$ cat src/rtl/lcd_pkg.sv
// Shared definitions for the HD44780 character LCD read and write paths:
// register-select codes, phase state encoding and ns-to-cycle conversion.
package lcd_pkg;

   // Register-select codes driven on LCD_RS
   localparam logic RS_INSTR = 1'b0;   // busy flag / address counter, instructions
   localparam logic RS_DATA  = 1'b1;   // display / character data RAM

   // Bus-cycle phase state encoding
   localparam int         STATE_W    = 3;
   localparam logic [2:0] ST_IDLE    = 3'd0;
   localparam logic [2:0] ST_SETUP   = 3'd1;
   localparam logic [2:0] ST_EN_HI   = 3'd2;
   localparam logic [2:0] ST_HOLD    = 3'd3;
   localparam logic [2:0] ST_RECOVER = 3'd4;

   // Width of the phase timer and of the busy-poll counter
   localparam int TMR_W = 16;

   // Round a time in ns up to a whole number of clock cycles
   function automatic int ns_to_cyc(input int ns, input int clk_mhz);
      return (ns * clk_mhz + 999) / 1000;
   endfunction

   // A phase can never be shorter than one cycle
   function automatic int at_least_one(input int cyc);
      return (cyc < 1) ? 1 : cyc;
   endfunction

endpackage

$ cat src/rtl/lcd_phase_timer.sv
// Loadable down-counter that times one bus-cycle phase. The owner loads
// (phase length - 1) on entry to a phase; zero is high in the last cycle
// of that phase. The counter parks at zero between phases.
module lcd_phase_timer
   import lcd_pkg::*;
#(
   parameter int W = TMR_W
) (
   input  logic         clk,
   input  logic         rst_n,
   input  logic         load,
   input  logic [W-1:0] load_val,
   output logic         zero
);

   logic [W-1:0] cnt_r;

   // Reload on phase entry, otherwise count down and stop at zero.
   always_ff @(posedge clk or negedge rst_n) begin
      if (!rst_n) begin
         cnt_r <= {W{1'b0}};
      end else if (load) begin
         cnt_r <= load_val;
      end else if (cnt_r != {W{1'b0}}) begin
         cnt_r <= cnt_r - {{(W-1){1'b0}}, 1'b1};
      end
   end

   assign zero = (cnt_r == {W{1'b0}});

endmodule

$ cat src/rtl/lcd_status_reader.sv
// Read-side engine for the 8-bit HD44780 LCD port. Runs one LCD read
// cycle (RW = 1) per accepted request, returning either the busy flag and
// address counter (rs_sel = 0) or a data-RAM byte (rs_sel = 1).
// Optional feature macro: LCD_BUSY_POLL_EN -- when defined, an RS = 0 read
// repeats while the busy flag reads 1, up to MAX_POLLS reads, and flags
// timeout if the limit is reached. Undefined: exactly one read per request.
module lcd_status_reader
   import lcd_pkg::*;
#(
   parameter int CLK_MHZ   = 50,
   parameter int T_AS_NS   = 60,
   parameter int T_PWEH_NS = 460,
   parameter int T_H_NS    = 20,
   parameter int T_CYC_NS  = 1000,
   parameter int MAX_POLLS = 255
) (
   input  logic       clock_50,
   input  logic       reset_n,
   input  logic       req,
   input  logic       rs_sel,
   input  logic [7:0] lcd_data_in,
   output logic       busy,
   output logic       done,
   output logic [7:0] rd_data,
   output logic       busy_flag,
   output logic [6:0] addr_cnt,
   output logic       timeout,
   output logic       bus_own,
   output logic       LCD_RS,
   output logic       LCD_RW,
   output logic       LCD_EN
);

   // Phase lengths in clock cycles
   localparam int SETUP_CYC = at_least_one(ns_to_cyc(T_AS_NS,   CLK_MHZ));
   localparam int EN_CYC    = at_least_one(ns_to_cyc(T_PWEH_NS, CLK_MHZ));
   localparam int HOLD_CYC  = at_least_one(ns_to_cyc(T_H_NS,    CLK_MHZ));
   localparam int CYCLE_CYC = ns_to_cyc(T_CYC_NS, CLK_MHZ);
   localparam int REC_CYC   = at_least_one(CYCLE_CYC - (SETUP_CYC + EN_CYC + HOLD_CYC));

   // Timer reload values: the timer reaches zero in the last cycle of a phase
   localparam logic [TMR_W-1:0] SETUP_LD = TMR_W'(SETUP_CYC - 1);
   localparam logic [TMR_W-1:0] EN_LD    = TMR_W'(EN_CYC - 1);
   localparam logic [TMR_W-1:0] HOLD_LD  = TMR_W'(HOLD_CYC - 1);
   localparam logic [TMR_W-1:0] REC_LD   = TMR_W'(REC_CYC - 1);

   // Busy-poll limit, never below one read
   localparam logic [TMR_W-1:0] POLL_MAX = TMR_W'(at_least_one(MAX_POLLS));

`ifdef LCD_BUSY_POLL_EN
   localparam logic POLL_EN = 1'b1;
`else
   localparam logic POLL_EN = 1'b0;
`endif

   logic [STATE_W-1:0] state_r;
   logic [STATE_W-1:0] state_nx_s;
   logic               tmr_load_s;
   logic [TMR_W-1:0]   tmr_val_s;
   logic               tmr_zero_s;
   logic               repeat_s;
   logic [TMR_W-1:0]   reads_s;

   logic               lcd_rs_r;
   logic               lcd_rw_r;
   logic               lcd_en_r;
   logic               bus_own_r;
   logic               busy_r;
   logic               done_r;
   logic [7:0]         cap_r;
   logic [7:0]         rd_data_r;
   logic               busy_flag_r;
   logic [6:0]         addr_cnt_r;
   logic               timeout_r;
   logic [TMR_W-1:0]   poll_cnt_r;

   lcd_phase_timer #(
      .W        (TMR_W)
   ) u_timer (
      .clk      (clock_50),
      .rst_n    (reset_n),
      .load     (tmr_load_s),
      .load_val (tmr_val_s),
      .zero     (tmr_zero_s)
   );

   // Another read follows only for a BF/AC read that saw BF = 1 and has
   // not yet used up its poll budget; always false without the poll feature.
   always_comb begin
      reads_s  = poll_cnt_r + {{(TMR_W-1){1'b0}}, 1'b1};
      repeat_s = POLL_EN && (lcd_rs_r == RS_INSTR) && cap_r[7] && (reads_s < POLL_MAX);
   end

   // Phase sequencing and timer reload on every phase entry.
   always_comb begin
      state_nx_s = state_r;
      tmr_load_s = 1'b0;
      tmr_val_s  = {TMR_W{1'b0}};
      case (state_r)
         ST_IDLE: begin
            // A request in the done cycle is dropped: IDLE really starts next cycle
            if (req && !done_r) begin
               state_nx_s = ST_SETUP;
               tmr_load_s = 1'b1;
               tmr_val_s  = SETUP_LD;
            end else begin
               state_nx_s = ST_IDLE;
            end
         end
         ST_SETUP: begin
            if (tmr_zero_s) begin
               state_nx_s = ST_EN_HI;
               tmr_load_s = 1'b1;
               tmr_val_s  = EN_LD;
            end else begin
               state_nx_s = ST_SETUP;
            end
         end
         ST_EN_HI: begin
            if (tmr_zero_s) begin
               state_nx_s = ST_HOLD;
               tmr_load_s = 1'b1;
               tmr_val_s  = HOLD_LD;
            end else begin
               state_nx_s = ST_EN_HI;
            end
         end
         ST_HOLD: begin
            if (tmr_zero_s) begin
               state_nx_s = ST_RECOVER;
               tmr_load_s = 1'b1;
               tmr_val_s  = REC_LD;
            end else begin
               state_nx_s = ST_HOLD;
            end
         end
         ST_RECOVER: begin
            if (tmr_zero_s && repeat_s) begin
               state_nx_s = ST_SETUP;
               tmr_load_s = 1'b1;
               tmr_val_s  = SETUP_LD;
            end else if (tmr_zero_s) begin
               state_nx_s = ST_IDLE;
            end else begin
               state_nx_s = ST_RECOVER;
            end
         end
         default: begin
            state_nx_s = ST_IDLE;
         end
      endcase
   end

   // Registered pin drive, capture and result update at each phase boundary.
   always_ff @(posedge clock_50 or negedge reset_n) begin
      if (!reset_n) begin
         state_r     <= ST_IDLE;
         lcd_rs_r    <= 1'b0;
         lcd_rw_r    <= 1'b0;
         lcd_en_r    <= 1'b0;
         bus_own_r   <= 1'b0;
         busy_r      <= 1'b0;
         done_r      <= 1'b0;
         cap_r       <= 8'h00;
         rd_data_r   <= 8'h00;
         busy_flag_r <= 1'b0;
         addr_cnt_r  <= 7'h00;
         timeout_r   <= 1'b0;
         poll_cnt_r  <= {TMR_W{1'b0}};
      end else begin
         state_r <= state_nx_s;
         done_r  <= 1'b0;
         case (state_r)
            ST_IDLE: begin
               if (req && !done_r) begin
                  lcd_rs_r   <= rs_sel;
                  lcd_rw_r   <= 1'b1;
                  bus_own_r  <= 1'b1;
                  busy_r     <= 1'b1;
                  timeout_r  <= 1'b0;
                  poll_cnt_r <= {TMR_W{1'b0}};
               end
            end
            ST_SETUP: begin
               if (tmr_zero_s) begin
                  lcd_en_r <= 1'b1;
               end
            end
            ST_EN_HI: begin
               // Sample the pad in the last EN-high cycle, data is long settled
               if (tmr_zero_s) begin
                  lcd_en_r <= 1'b0;
                  cap_r    <= lcd_data_in;
               end
            end
            ST_HOLD: begin
               if (tmr_zero_s) begin
                  lcd_rw_r  <= 1'b0;
                  bus_own_r <= 1'b0;
               end
            end
            ST_RECOVER: begin
               if (tmr_zero_s && repeat_s) begin
                  lcd_rw_r   <= 1'b1;
                  bus_own_r  <= 1'b1;
                  poll_cnt_r <= reads_s;
               end else if (tmr_zero_s) begin
                  rd_data_r <= cap_r;
                  if (lcd_rs_r == RS_INSTR) begin
                     busy_flag_r <= cap_r[7];
                     addr_cnt_r  <= cap_r[6:0];
                  end
                  // Finishing a BF/AC poll with BF still set means the limit was hit
                  timeout_r <= POLL_EN && (lcd_rs_r == RS_INSTR) && cap_r[7];
                  done_r    <= 1'b1;
                  busy_r    <= 1'b0;
               end
            end
            default: begin
               lcd_en_r  <= 1'b0;
               lcd_rw_r  <= 1'b0;
               bus_own_r <= 1'b0;
               busy_r    <= 1'b0;
            end
         endcase
      end
   end

   assign busy      = busy_r;
   assign done      = done_r;
   assign rd_data   = rd_data_r;
   assign busy_flag = busy_flag_r;
   assign addr_cnt  = addr_cnt_r;
   assign timeout   = timeout_r;
   assign bus_own   = bus_own_r;
   assign LCD_RS    = lcd_rs_r;
   assign LCD_RW    = lcd_rw_r;
   assign LCD_EN    = lcd_en_r;

endmodule

$ cat config.mk
export PLATFORM = sky130hd
export DESIGN_NAME = lcd_status_reader
export DESIGN_NICKNAME = d
export VERILOG_FILES = /design/src/rtl/lcd_pkg.sv /design/src/rtl/lcd_phase_timer.sv /design/src/rtl/lcd_status_reader.sv
export SDC_FILE = /design/constraint.sdc
export NUM_CORES = 1
export LEC_CHECK = 0
export ABC_AREA = 1
export CAP_MARGIN = 20
export CORE_ASPECT_RATIO = 2
export CORE_MARGIN = 2
export CORE_UTILIZATION = 30
export CTS_BUF_LIST = sky130_fd_sc_hd__clkbuf_8
export DETAILED_ROUTE_END_ITERATION = 12
export GPL_TIMING_DRIVEN = 0
export HOLD_SLACK_MARGIN = 0.15
export PLACE_DENSITY = 0.58
export SETUP_SLACK_MARGIN = 0.02
export SLEW_MARGIN = 20
export SYNTH_ARGS = -nofsm -noshare
export SYNTH_HDL_FRONTEND = slang
export SYNTH_SLANG_ARGS = --single-unit
$ cat constraint.sdc
create_clock -name clock_50 -period 2.3 [get_ports clock_50]
set_input_delay 0.23 -clock clock_50 [delete_from_list [all_inputs] [get_ports clock_50]]
set_output_delay 0.23 -clock clock_50 [all_outputs]
set_load 0.005 [all_outputs]
==> impl_metrics.toml, run 1 <==
[routing]
vias = 1930
first_pass_iters = 4
post_drt_wl_per_cell_um = 11.7
wl_um = 5080
drc = 0
ant_nets = 0
drtIter0Drc = 81
avgViaCountPerCell = 4.46

[grt]
busiest_layer = "met2"
grt_use_met3 = 0.0336
grt_max_degree = 33
antenna_found_initial = 0
grt_pass1_wl_um = 8870
met2_usage = 0.213
grt_pass1_vias = 1967
grt-ovfl-total = 0
met1_usage = 0.166
track_usage = 0.132

[clock_network]
clock_path_buffers = 2
cts_inserted_buffers = 5
cts_tree = "done"
postCtsSetupRepairBufs = 0
clk_pin_slew_ns = 0.10
cts.sinks = 48
ctsHoldBuffers = 1
cts_root_buffer = "clkbuf_8"
cts_resized = 0
h-tree-depth = 2
insertion_delay_ns = 0.31

[floorplan]
die-area_um2 = 8720
die_h_um = 130
initial_core_util = 0.305
row_count = 46
io_pins = 35
core-area_um2 = 7830
die_w_um = 67.0

[critical_path]
crit_arrival_ns = 2.05
critPathMaxFanout = 10
critPathRequiredTime_ns = 2.51
critPathLaunchType = "register"
end_kind = "register"
path_class = "reg -> reg"

[layout]
postLayoutCellArea_um2 = 2980
fin_nets = 349
regArea_um2 = 1200
syn2layout_area_growth_pct = 24.8
antenna_cells = 0
most-common-layout-cells = "nand2_1 (80), dfrtp_1 (48), inv_1 (40)"
drive_gt1_frac = 0.116
mostFrequentLayoutCell = "nand2_1"
n_fill_cell = 832
postLayoutCoreUtil = 0.380
multi_input_area_um2 = 968

[status]
status = "finished, final reports clean"

[synthesis]
netlist_area_um2 = 2380
synth-main-ff-cell = "dfrtp_1"
synth_async_sr_flop_share = 1.00
syn_inst = 294
syn_area_per_cell_um2 = 8.11
synth_cell_types = 29
ys_seq_area_frac = 0.504
yosysWarnings = 0
synth_edf_count = 0
synth_nets = 307
ys_ff_latch = 48

[sta]
rsz0062_at_grt = "false"
post-route-min-period_ns = 1.84
finalSetupViolCount = 0
finalHoldViolations = 0
finalSetupTns_ns = 0
period_share = 0.801
timing.final.ws_setup_ns = 0.457
skew_ns = 0.00922
slew_viol_final = 0
max_freq_mhz = 543

[placement]
place_ws_ns = 0.435
placed_area_um2 = 2850
place.gp.congestion = 0.800
io_buffers = 33
place_hpwl_um = 3880

[power_and_ir_drop]
switching_share = 0.218
p_clk_frac = 0.407
p_seq_frac = 0.554
p_leak_nw = 1.53
p_sw_mw = 0.336
p_int_mw = 1.21
peakVddDrop_uv = 416
p_per_area_nw_per_um2 = 518
p_comb_frac = 0.039

[worst_hold_path]
min_path_type = "in -> async"

[flow_run]
maxCapViolCount = 0
power by group through the flow:
stage                     combinational (mW)  clock [mW]  sequential [mW]
after floorplan                       0.0183           0            0.870
after global placement                0.0570           0            0.871
after detailed placement              0.0608           0            0.871
after CTS                             0.0627       0.652            0.855
after global routing                  0.0692       0.684            0.856
final                                 0.0599       0.628            0.854
routing by layer:
layer  routed length [µm]  part of all wire
met5                    0                 0
met4                  112             0.022
met3                  243             0.048
met2                 2430              0.48
met1                 2300              0.45
cells by family after synthesis:
family / after synthesis / share of synthesized area
flip-flops: 48 / 0.504
AND/OR/NAND/NOR: 156 / 0.288
other: 1 / 0.00157
adder cells (fa/ha/maj): 1 / 0.00525
AO/OA/AOI/OAI: 33 / 0.0892
XOR/XNOR: 6 / 0.0220
buffers and inverters: 49 / 0.0902
state kept, by name, indices dropped and copies added, names as in the netlist:
signal / flops
state_r: 3
LCD_EN: 1
bus_own: 1
done: 1
busy_flag: 1
u_timer.cnt_r: 16
busy: 1
addr_cnt: 7
LCD_RS: 1
rd_data: 8
cap_r: 8
synth_stat cells (2+ instances only):
| library cell | number | area share |
|---|---|---|
| nor2_2 | 4 | 0.010 |
| inv_1 | 40 | 0.063 |
| nand2_1 | 80 | 0.13 |
| xnor2_1 | 4 | 0.015 |
| dfrtp_1 | 48 | 0.50 |
| o21ai_2 | 8 | 0.029 |
| nand4_1 | 3 | 0.0079 |
| nor2_1 | 34 | 0.054 |
| xor2_1 | 2 | 0.0073 |
| o21ai_1 | 7 | 0.015 |
| o21ai_0 | 5 | 0.010 |
| o21a_1 | 7 | 0.022 |
| buf_2 | 4 | 0.0084 |
| buf_4 | 2 | 0.0063 |
| nand3_1 | 15 | 0.031 |
| nand2_2 | 4 | 0.010 |
| a21oi_1 | 6 | 0.013 |
| nor2_4 | 3 | 0.014 |
| nor3_1 | 8 | 0.017 |
final timing paths:
| check | slack, ns | cells after the start | to | from |
|---|---|---|---|---|
| max | 0.46 | 10 | addr_cnt[5] | u_timer.cnt_r[0] |
| max reg2reg | 0.46 | 10 | addr_cnt[5] | u_timer.cnt_r[0] |
| min | 0.38 | 2 | u_timer.cnt_r[9] | reset_n |
| max in group asynchronous | 1.42 | 3 | rd_data[2] | reset_n |
| min in group clock_50 | 0.46 | 3 | cap_r[0] | lcd_data_in[0] |
| min reg2reg | 0.48 | 2 | busy_flag | busy_flag |
metrics by stage:
stage | total power, mW | hold WS, ns | std cells
2_1_floorplan | 0.888 | -0.0656 | 294
6_report | 1.54 | 0.382 | 433
3_5_place_dp | 0.932 | 0.190 | 424
3_3_place_gp | 0.928 | 0.458 | 423
4_1_cts | 1.57 | 0.401 | 433
5_1_grt | 1.61 | 0.414 | 433
worst max-delay path, stage by stage (launching register included):
cell	delay [ns]
dfrtp_1	0.41
inv_1	0.10
ha_1	0.20
nand2_2	0.13
nor2_4	0.17
nand2_4	0.08
nor2_4	0.20
nand2_2	0.13
buf_2	0.20
nand2_1	0.07
o21ai_1	0.05
layout make-up:
cell class / count / area share
plain buffers: 9 / 0.0219
clock inverters: 3 / 0.0156
inverters: 40 / 0.0505
multi-input cells: 197 / 0.325
well taps: 96 / 0.0404
flip-flops and latches: 48 / 0.404
repair buffers: 35 / 0.119
clock buffers: 5 / 0.0231
Note: power is estimated with default switching activity, not from simulation.
==> run 2: changes to the inputs <==
Clock period 2.3 ns to 1.9 ns, I/O delays scaled along.
==> impl_metrics.toml, run 2 (synthesis gave the netlist of run 1 again) <==
[critical_path]
critPathMaxFanout = 10
path_class = "reg -> reg"
cp_common_cell = "nand2_4"
reg2reg_to = "u_timer.cnt_r[1]"
critical_path_depth = 10
crit_path_top_delay_cell = "dfrtp_1"
end_kind = "register"
r2r_slack_ns = 0.13
cp-startpoint = "u_timer.cnt_r[0]"
path_cells = "inv_1 > ha_2 > nand2_4 > nor2_4 > nand2_4 > or2_1 > buf_6 > buf_8 > nand3_2 > nand2_1"
crit_family = "simple AND/OR/NAND/NOR gates"
timing.rr.start = "u_timer.cnt_r[0]"
critPathRequiredTime_ns = 2.10
critPathLaunchType = "register"
crit_end = "u_timer.cnt_r[1]"
path_buf_inv = 3
max_stage_delay_ns = 0.41
ff2ff_path_depth = 10
crit_arrival_ns = 1.97

[flow_run]
maxCapViolCount = 0

[grt]
grt-ovfl-total = 0
grt_pass1_vias = 1967
track_usage = 0.132
grt_pass1_wl_um = 8870
grt_max_degree = 33
antenna_found_initial = 0

[floorplan]
die_w_um = 67.0
die-area_um2 = 8720
core-area_um2 = 7830
die_h_um = 130
io_pins = 35
row_count = 46
initial_core_util = 0.305

[layout]
fin_nets = 351
postLayoutCellArea_um2 = 3000
largest_register_ffs = 16
largest-register = "u_timer.cnt_r"
most-common-layout-cells = "nand2_1 (80), dfrtp_1 (48), inv_1 (40)"
syn2layout_area_growth_pct = 25.7
antenna_cells = 0
n_fill_cell = 837
mostFrequentLayoutCell = "nand2_1"
finalNonFillerCells = 435
drive_gt1_frac = 0.124

[clock_network]
cts_tree = "done"
clk_pin_slew_ns = 0.09
cts_inserted_buffers = 5
cts.sinks = 48
cts_root_buffer = "clkbuf_8"
clock_path_buffers = 2
h-tree-depth = 2
insertion_delay_ns = 0.31

[routing]
ant_nets = 0
post_drt_wl_per_cell_um = 11.8
drtIter0Drc = 93
vias = 1940
avgViaCountPerCell = 4.46
first_pass_iters = 4
wl_um = 5120
drc = 0

[placement]
place.gp.congestion = 0.800
placed_area_um2 = 2850
dp_cells = 424
place_hpwl_um = 3880
io_buffers = 33

[power_and_ir_drop]
peakVddDrop_uv = 537
p_per_area_nw_per_um2 = 623
totalPowerFinal_mw = 1.87
p_leak_nw = 1.54

[sta]
slew_viol_final = 0
finalSetupViolCount = 0
skew_ns = 0.0101
post-route-min-period_ns = 1.77
period_share = 0.930
finalHoldViolations = 0
max_freq_mhz = 566
rsz0062_at_grt = "false"

[status]
status = "finished, final reports clean"

[worst_hold_path]
min_path_type = "in -> async"
==> run 2: cell types whose count changed in the layout (fill, tap and decap cells not counted), sizes merged <==
cell  change
buf       +2
==> run 2: power breakdown <==
group	leakage, nW	internal, mW	switching [mW]
registers	0.633	1.03	0.00515
clock network	0.0548	0.397	0.364
logic	0.849	0.0336	0.0389
total	1.54	1.46	0.408
==> run 2: metal layers <==
metal,track usage,vias up,share of wire
li1,-,998,-
met1,0.166,893,0.45
met2,0.213,41,0.47
met3,0.0336,8,0.054
met4,0.0564,0,0.022
met5,0,-,0
==> run 2: final cells by class <==
cell class / count / area (µm²) / share of cell area
Clock buffer: 5 / 68.8 / 0.0230
Clock inverter: 3 / 46.3 / 0.0154
Inverter: 40 / 150 / 0.0501
Timing Repair Buffer: 37 / 370 / 0.124
Tap cell: 96 / 120 / 0.0401
Multi-Input combinational cell: 197 / 976 / 0.326
Sequential cell: 48 / 1200 / 0.401
Buffer: 9 / 65.1 / 0.0217
==> run 2: worst min-delay path by stage <==
stage / startpoint / to / slack, ns / depth (start not counted)
after CTS: reset_n / u_timer.cnt_r[9] / 0.36 / 2
after detailed placement: reset_n / u_timer.cnt_r[10] / 0.15 / 1
after floorplan: reset_n / LCD_EN / -0.11 / 0
final: reset_n / u_timer.cnt_r[9] / 0.34 / 2
after global routing: reset_n / u_timer.cnt_r[9] / 0.37 / 2
after global placement: busy_flag / busy_flag / 0.46 / 2
==> run 2: worst register-to-register path, cell delays in order, from the launching register on <==
cell,delay (ns)
dfrtp_1,0.41
inv_1,0.10
ha_2,0.22
nand2_4,0.09
nor2_4,0.14
nand2_4,0.08
or2_1,0.22
buf_6,0.14
buf_8,0.15
nand3_2,0.07
nand2_1,0.05
==> run 2: through the flow <==
step | util | setup TNS, ns | setup slack [ns] | hold slack (ns)
2_1_floorplan | - | 0 | 0.224 | -0.106
3_3_place_gp | 0.362 | -34.83 | -0.729 | 0.458
3_5_place_dp | 0.364 | 0 | 0.0352 | 0.150
4_1_cts | 0.380 | 0 | 0.0220 | 0.361
5_1_grt | 0.383 | 0 | 0.0359 | 0.374
6_report | 0.383 | 0 | 0.133 | 0.342
==> run 2: what timing repair did <==
action | 4_1_cts | 5_1_grt
endpoints found under the setup margin | 0 | 30
gates resized for setup | 0 | 2
hold buffers | 1 | 0
setup buffers | 0 | 2
endpoints found under the hold margin | 16 | 0
